[config.mk]
export PLATFORM = sky130hd
export DESIGN_NAME = tdm_demux
export DESIGN_NICKNAME = d
export VERILOG_FILES = /design/src/rtl/tdm_demux_pkg.sv /design/src/rtl/tdm_slot_counter.sv /design/src/rtl/tdm_demux.sv
export SDC_FILE = /design/constraint.sdc
export NUM_CORES = 1
export LEC_CHECK = 0
export ABC_AREA = 1
export CAP_MARGIN = 40
export CORE_AREA = 2 2 78 80
export DETAILED_ROUTE_END_ITERATION = 16
export DIE_AREA = 0 0 80 82
export PLACE_DENSITY = 0.73
export SYNTH_ARGS = -nofsm -noshare
export SYNTH_HDL_FRONTEND = slang
export SYNTH_SLANG_ARGS = --single-unit
[constraint.sdc]
create_clock -name clk -period 1.95 [get_ports clk]
set_clock_uncertainty 0.2 [all_clocks]
set_input_delay 0.39 -clock clk [delete_from_list [all_inputs] [get_ports clk]]
set_output_delay 0.39 -clock clk [all_outputs]
set_load 0.005 [all_outputs]
[src/rtl/tdm_demux_pkg.sv]
// Shared TDM definitions: link alignment states and slot-index helpers.
package tdm_demux_pkg;

  typedef enum logic {
    ST_HUNT = 1'b0,
    ST_LOCK = 1'b1
  } tdm_state_e;

  // LSB position of slot k inside a flattened multi-slot word.
  function automatic int unsigned slot_lsb(input int unsigned k, input int unsigned w);
    return k * w;
  endfunction

endpackage

[src/rtl/tdm_slot_counter.sv]
// Modulo-NCH slot counter with enable, synchronous load-to-1, clear and terminal count.
module tdm_slot_counter #(
  parameter int NCH = 4,
  parameter int CW  = $clog2(NCH)
) (
  input  logic          clk,
  input  logic          rst_n,
  input  logic          en,
  input  logic          load1,
  input  logic          clr,
  output logic [CW-1:0] cnt,
  output logic          tc
);

  assign tc = (cnt == CW'(NCH - 1));

  always_ff @(posedge clk or negedge rst_n) begin
    if (!rst_n) begin
      cnt <= '0;
    end else if (clr) begin
      cnt <= '0;
    end else if (load1) begin
      cnt <= CW'(1);
    end else if (en) begin
      cnt <= tc ? '0 : cnt + 1'b1;
    end
  end

endmodule

[src/rtl/tdm_demux.sv]
// TDM receive demultiplexer: aligns on SOF, collects NCH slots and publishes whole frames.
module tdm_demux
  import tdm_demux_pkg::*;
#(
  parameter int NCH = 4,
  parameter int W   = 8
) (
  input  logic           clk,
  input  logic           rst_n,
  input  logic [W-1:0]   din,
  input  logic           valid_in,
  input  logic           sof,
  output logic [NCH*W-1:0] dout,
  output logic           frame_valid,
  output logic           locked,
  output logic           sync_err
);

  localparam int CW = $clog2(NCH);

  tdm_state_e state, next_state;

  logic [CW-1:0]         cnt;
  logic                  tc;
  logic                  cnt_en, cnt_load1, cnt_clr;
  logic                  wr_en;
  logic [CW-1:0]         wr_idx;
  logic                  publish;
  logic                  err;
  logic [(NCH-1)*W-1:0]  shadow;

  tdm_slot_counter #(
    .NCH (NCH),
    .CW  (CW)
  ) u_slot_counter (
    .clk   (clk),
    .rst_n (rst_n),
    .en    (cnt_en),
    .load1 (cnt_load1),
    .clr   (cnt_clr),
    .cnt   (cnt),
    .tc    (tc)
  );

  always_ff @(posedge clk or negedge rst_n) begin
    if (!rst_n) begin
      state <= ST_HUNT;
    end else begin
      state <= next_state;
    end
  end

  always_comb begin
    next_state = state;
    cnt_en     = 1'b0;
    cnt_load1  = 1'b0;
    cnt_clr    = 1'b0;
    wr_en      = 1'b0;
    wr_idx     = cnt;
    publish    = 1'b0;
    err        = 1'b0;
    if (valid_in) begin
      case (state)
        ST_HUNT: begin
          if (sof) begin
            wr_en      = 1'b1;
            wr_idx     = '0;
            cnt_load1  = 1'b1;
            next_state = ST_LOCK;
          end
        end
        ST_LOCK: begin
          // In-order beat: SOF present exactly when the counter is at slot 0.
          if ((cnt == '0) == sof) begin
            wr_en   = !tc;
            publish = tc;
            cnt_en  = 1'b1;
          end else if (sof) begin
            err       = 1'b1;
            wr_en     = 1'b1;
            wr_idx    = '0;
            cnt_load1 = 1'b1;
          end else begin
            err        = 1'b1;
            cnt_clr    = 1'b1;
            next_state = ST_HUNT;
          end
        end
        default: next_state = ST_HUNT;
      endcase
    end
  end

  always_ff @(posedge clk or negedge rst_n) begin
    if (!rst_n) begin
      shadow      <= '0;
      dout        <= '0;
      frame_valid <= 1'b0;
      sync_err    <= 1'b0;
    end else begin
      frame_valid <= publish;
      sync_err    <= err;
      for (int unsigned k = 0; k < NCH - 1; k++) begin
        if (wr_en && wr_idx == CW'(k)) begin
          shadow[slot_lsb(k, W) +: W] <= din;
        end
      end
      // Last slot bypasses the shadow so the frame lands on the edge that samples it.
      if (publish) begin
        dout <= {din, shadow};
      end
    end
  end

  assign locked = (state == ST_LOCK);

endmodule

* Word-level counts from Yosys, hierarchy flattened *
Cells that the tools add are included.

cells by class
  add/sub/neg operators = 1
  equal/unequal tests = 4
  muxes and demuxes = 30
  bitwise operators = 1
  reductions and logical operators = 7

operators with widths
  cell                                            number
  two-way mux 1 bit                               19
  two-way mux 2 bit                               7
  case mux 1 bit (2 select lines)                 3
  == test 2 bit (second input constant)           2
  zero test 2 bit                                 2
  case mux 2 bit (2 select lines)                 1
  logical AND 1 bit                               3
  nonzero test 3 bit                              1
  adder 2 x 1 -> 2 bit (second input constant)    1
  == test 2 x 1 -> 1 bit (second input constant)  1
  == test 1 bit                                   1
  zero test 1 bit                                 1
  NOT 1 bit                                       1

storage, ports and cells
  register bits after elaboration = 61
  bits of input ports = 12
  output and inout port bits = 35
  logic and storage cells = 51

* Longest topological paths before layout *
  depth in word-level cells = 8
  mapped depth = 11
  gate-level depth less buffers = 10

* Modules after synthesis *
Synthesis repeated with hierarchy kept, for this count alone.

second synthesis, totals
  cell total of the unflattened synthesis = 280
  area, all modules = 2547.4 sq um

by module, submodules not included
  module            instances  cells each  area an instance (sq um)  seq. area each (sq um)
  tdm_demux         1          263         2427.3                    1476.4
  tdm_slot_counter  1          17          120.1                     50.0

* Worst setup path before layout *
Ideal clock, no wire load.

  path type = reg-to-reg
  start = register u_slot_counter.cnt[1]
  end = register shadow[14]
  library setup time = 0.117 ns
  arrival time = 1.744 ns
  required time = 1.633 ns
  slack = -0.111 ns
  cell stages (with the launch flop) = 12
  path buffers = 1
  clock period less this slack = 2.061 ns
  path through = dfrtp_1 inv_1 ha_1 ha_1 nand2_1 nand2_2 nand2_2 nor2_8 nand2_4 buf_6 nand2_1 o21ai_2

between the ends
  cells in the longest elaborated chain, start to end = 7
  elaborated cells between the ends (all ways) = 13
  those cells by class = eq/ne: 3; mux: 7; reduce/logical: 3

ends and longest elaborated chain
  what                             RTL line                source
  start: declaration               tdm_slot_counter.sv:11  output logic [CW-1:0] cnt,
  start signal: assignment         tdm_slot_counter.sv:25  cnt <= tc ? '0 : cnt + 1'b1;
  zero test 2 bit                  tdm_demux.sv:74         if ((cnt == '0) == sof) begin
  == test 1 bit                    tdm_demux.sv:74
  two-way mux 2 bit                tdm_demux.sv:74
  case mux 2 bit (2 select lines)  tdm_demux.sv:63         case (state)
  two-way mux 2 bit                tdm_demux.sv:62         if (valid_in) begin
  == test 2 x 1 -> 1 bit           tdm_demux.sv:104        if (wr_en && wr_idx == CW'(k)) begin
  logical AND 1 bit (*)            tdm_demux.sv:104
  end signal: indexed assignment   tdm_demux.sv:105        shadow[slot_lsb(k, W) +: W] <= din;
  end: declaration                 tdm_demux.sv:30         logic [(NCH-1)*W-1:0] shadow;

Every way passes the cells marked *; elsewhere a longest branch is shown, timed or not.
A chain may end at the register's enable or synchronous reset.

* Worst setup path in the final report *
  start = register state (netlist: locked)
  end = output locked

RTL lines
  what                      RTL line         source
  start: declaration        tdm_demux.sv:21  tdm_state_e state, next_state;
  start signal: assignment  tdm_demux.sv:49  state <= next_state;
  end: declaration          tdm_demux.sv:15  output logic locked,

No word-level cell between the ends.

==> metrics.txt <==
r2r endpoint=dout[30]; R2R cell count=9; Lkg Pwr=1.80 nW; I/O pin cnt=47; status=complete, no violations; Mapped Cells=277; first-pass GRT wire length=8.57 mm; Die Y=82 um; Worst setup EP type=output port; row cnt=28; share of the synthesized area in the top cell type=60.1%; Worst-Margin Slew=530 ps; crit path kind=reg2out; met2 wire len=2.59 mm; worst min path class=reg2reg; worst slack at placement=-407 ps; largest net degree at the start of global routing=25; share of cells above drive strength 1=19.9%; worst path cell trace=clkdlybuf4s50_1; CP startpoint kind=flop; DR WL met3=191 um; Die Footprint=6560 um2; crit path to=locked; First-pass DRT Iterations=5; total wire length=5.33 mm; Top Family by Delay on Critical Path=buffers and inverters; PwrDens=1400 nW/um2; Worst Path Arrival=1300 ps; WP buf/inv=1; initial drt markers=72; sequential share of the synthesized area=60.1%; Period Utilization, post-route=97.2%; Nets=362; initial antenna violation count=0; Area contributors post-synth=dfrtp_1, nand2_1, o21ai_0, o21ai_2, inv_1; number of synthesized flops with an enable pin=0; Syn. warnings=0; Max-Cap Viols=0; core area=5750 um2; final instance area=3520 um2; Mean Syn Cell Area=9.17 um2; most instantiated library cell after synthesis=nand2_1; setup bufs post-CTS=0; Initial Utilization=44.2%; slowest CP cell=clkdlybuf4s50_1; Slew HR=64.7%; CTS Sinks=61; commonest cells in the synthesized netlist=nand2_1, dfrtp_1, o21ai_0; register bit total from synthesis=61; reg2reg setup slack=80 ps; CP Data Required Time=1360 ps; GP Congestion=0.808; CTS root buffer=clkbuf_8; reg2reg start=u_slot_counter.cnt[1]; FILL cells=494; Tmin final=1890 ps; Die Wd=80 um; Avg WL per Cell=12.5 um; Worst Setup SP=locked; Mapped Nets=293; Pwr Total=0.00493 W; final setup violation count=0; area leader, netlist=dfrtp_1; Async S/R FF share, synth=100%; top routing layer used=met4; Antenna Cells=0; Worst-Skew Late Latency=330 ps; Max rail drop VDD=0.583 mV; Routed Antenna Nets=0; Worst path max stage delay=530 ps; vias in the first global route=1893; Cell Area, Synth=2540 um2; Post-Route Setup TNS=0 ps; DR vias=1983; gr ovfl total=0; CTS tree=yes; I/O Buffers=46; largest fanout on the critical path=6; Fmax=0.528 GHz; fin. max-slew vios=0; Metal-1 WL=2.42 mm; Top FF cell, synth=dfrtp_1; routed vias/inst=4.65; multi-input logic area=998 um2; Yosys cell types=20; CTS max path bufs=2; Overall Global Routing Usage=17.6%; Reg area=1530 um2; area of placed instances=3250 um2; crit path setup slack, layout=55.5 ps; number of buffers created by CTS=9; dpl hpwl=3.79 mm; CTS H-Tree Depth=3; drt drc=0; area delta synth->final=38.5%; CTS clk-pin slew, worst paths=60 ps; final hold viol count=0; CP Depth=1
-- stage by stage --
step                cells  util (%)  hold slack [ps]
floorplan             277         -             -106
global placement      409      56.6              199
detailed placement    409      56.6              206
CTS                   426      60.1              274
global route          426      61.3              290
finish                426      61.3              268
-- worst min-delay path by stage --
stage                           from    endpoint  slack (ps)  cells after the start
after global placement         rst_n    dout[12]         200                      1
final                     shadow[17]    dout[17]         270                      2
after floorplan                rst_n     dout[0]        -110                      0
after global routing      shadow[17]    dout[17]         290                      2
after CTS                 shadow[10]    dout[10]         270                      2
after detailed placement       rst_n  shadow[12]         210                      1
-- where the power goes --
group          internal (W)  switching [W]
Clock              0.000524       0.000470
Combinational      0.000994       0.000848
Sequential          0.00180       0.000293
-- repair_timing --
action	in CTS	in global routing
setup endpoints to repair	8	55
hold endpoints to repair	20	0
cloned	0	0
pin swaps	1	5
resized for setup	2	19
hold buffers	1	0
-- cell families after synthesis --
| family | Yosys count | share of synthesized area [%] |
|---|---|---|
| AO/OA/AOI/OAI | 28 | 7.24 |
| adder cells (fa/ha/maj) | 4 | 1.97 |
| buffers and inverters | 26 | 4.53 |
| flip-flops | 61 | 60.1 |
| AND/OR/NAND/NOR | 158 | 26.2 |
-- registers in the layout (all words and copies together) (netlist names) --
| register | cells |
|---|---|
| dout | 32 |
| frame_valid | 1 |
| locked | 1 |
| shadow | 24 |
| sync_err | 1 |
| u_slot_counter.cnt | 2 |
-- metal layers --
| metal | track usage, % | vias up |
|---|---|---|
| met1 | 22.8 | 926 |
| met5 | 0 | - |
| met2 | 27.8 | 41 |
| met3 | 3.63 | 10 |
| li1 | - | 1006 |
| met4 | 10.2 | 0 |
-- area by class of cell --
| class | count | share of cell area (%) |
|---|---|---|
| inverter | 19 | 2.17 |
| clock inverter | 4 | 0.640 |
| sequential | 61 | 43.4 |
| timing repair buffer | 65 | 18.3 |
| multi-input combinational | 190 | 28.4 |
| clock buffer | 12 | 4.41 |
| tap | 75 | 2.67 |
-- cells in the final DEF (no fill, tap or decap), types with 3 or more instances in the layout --
cell	n
buf_12	3
buf_4	14
clkbuf_8	11
clkdlybuf4s50_1	44
clkinv_2	3
dfrtp_1	59
inv_1	13
inv_2	4
nand2_1	125
nand2_2	6
nand2_4	4
nand3_1	9
nand3_4	3
nor2_1	6
o21ai_0	19
o21ai_2	8
(Power assumes the default switching activity.)
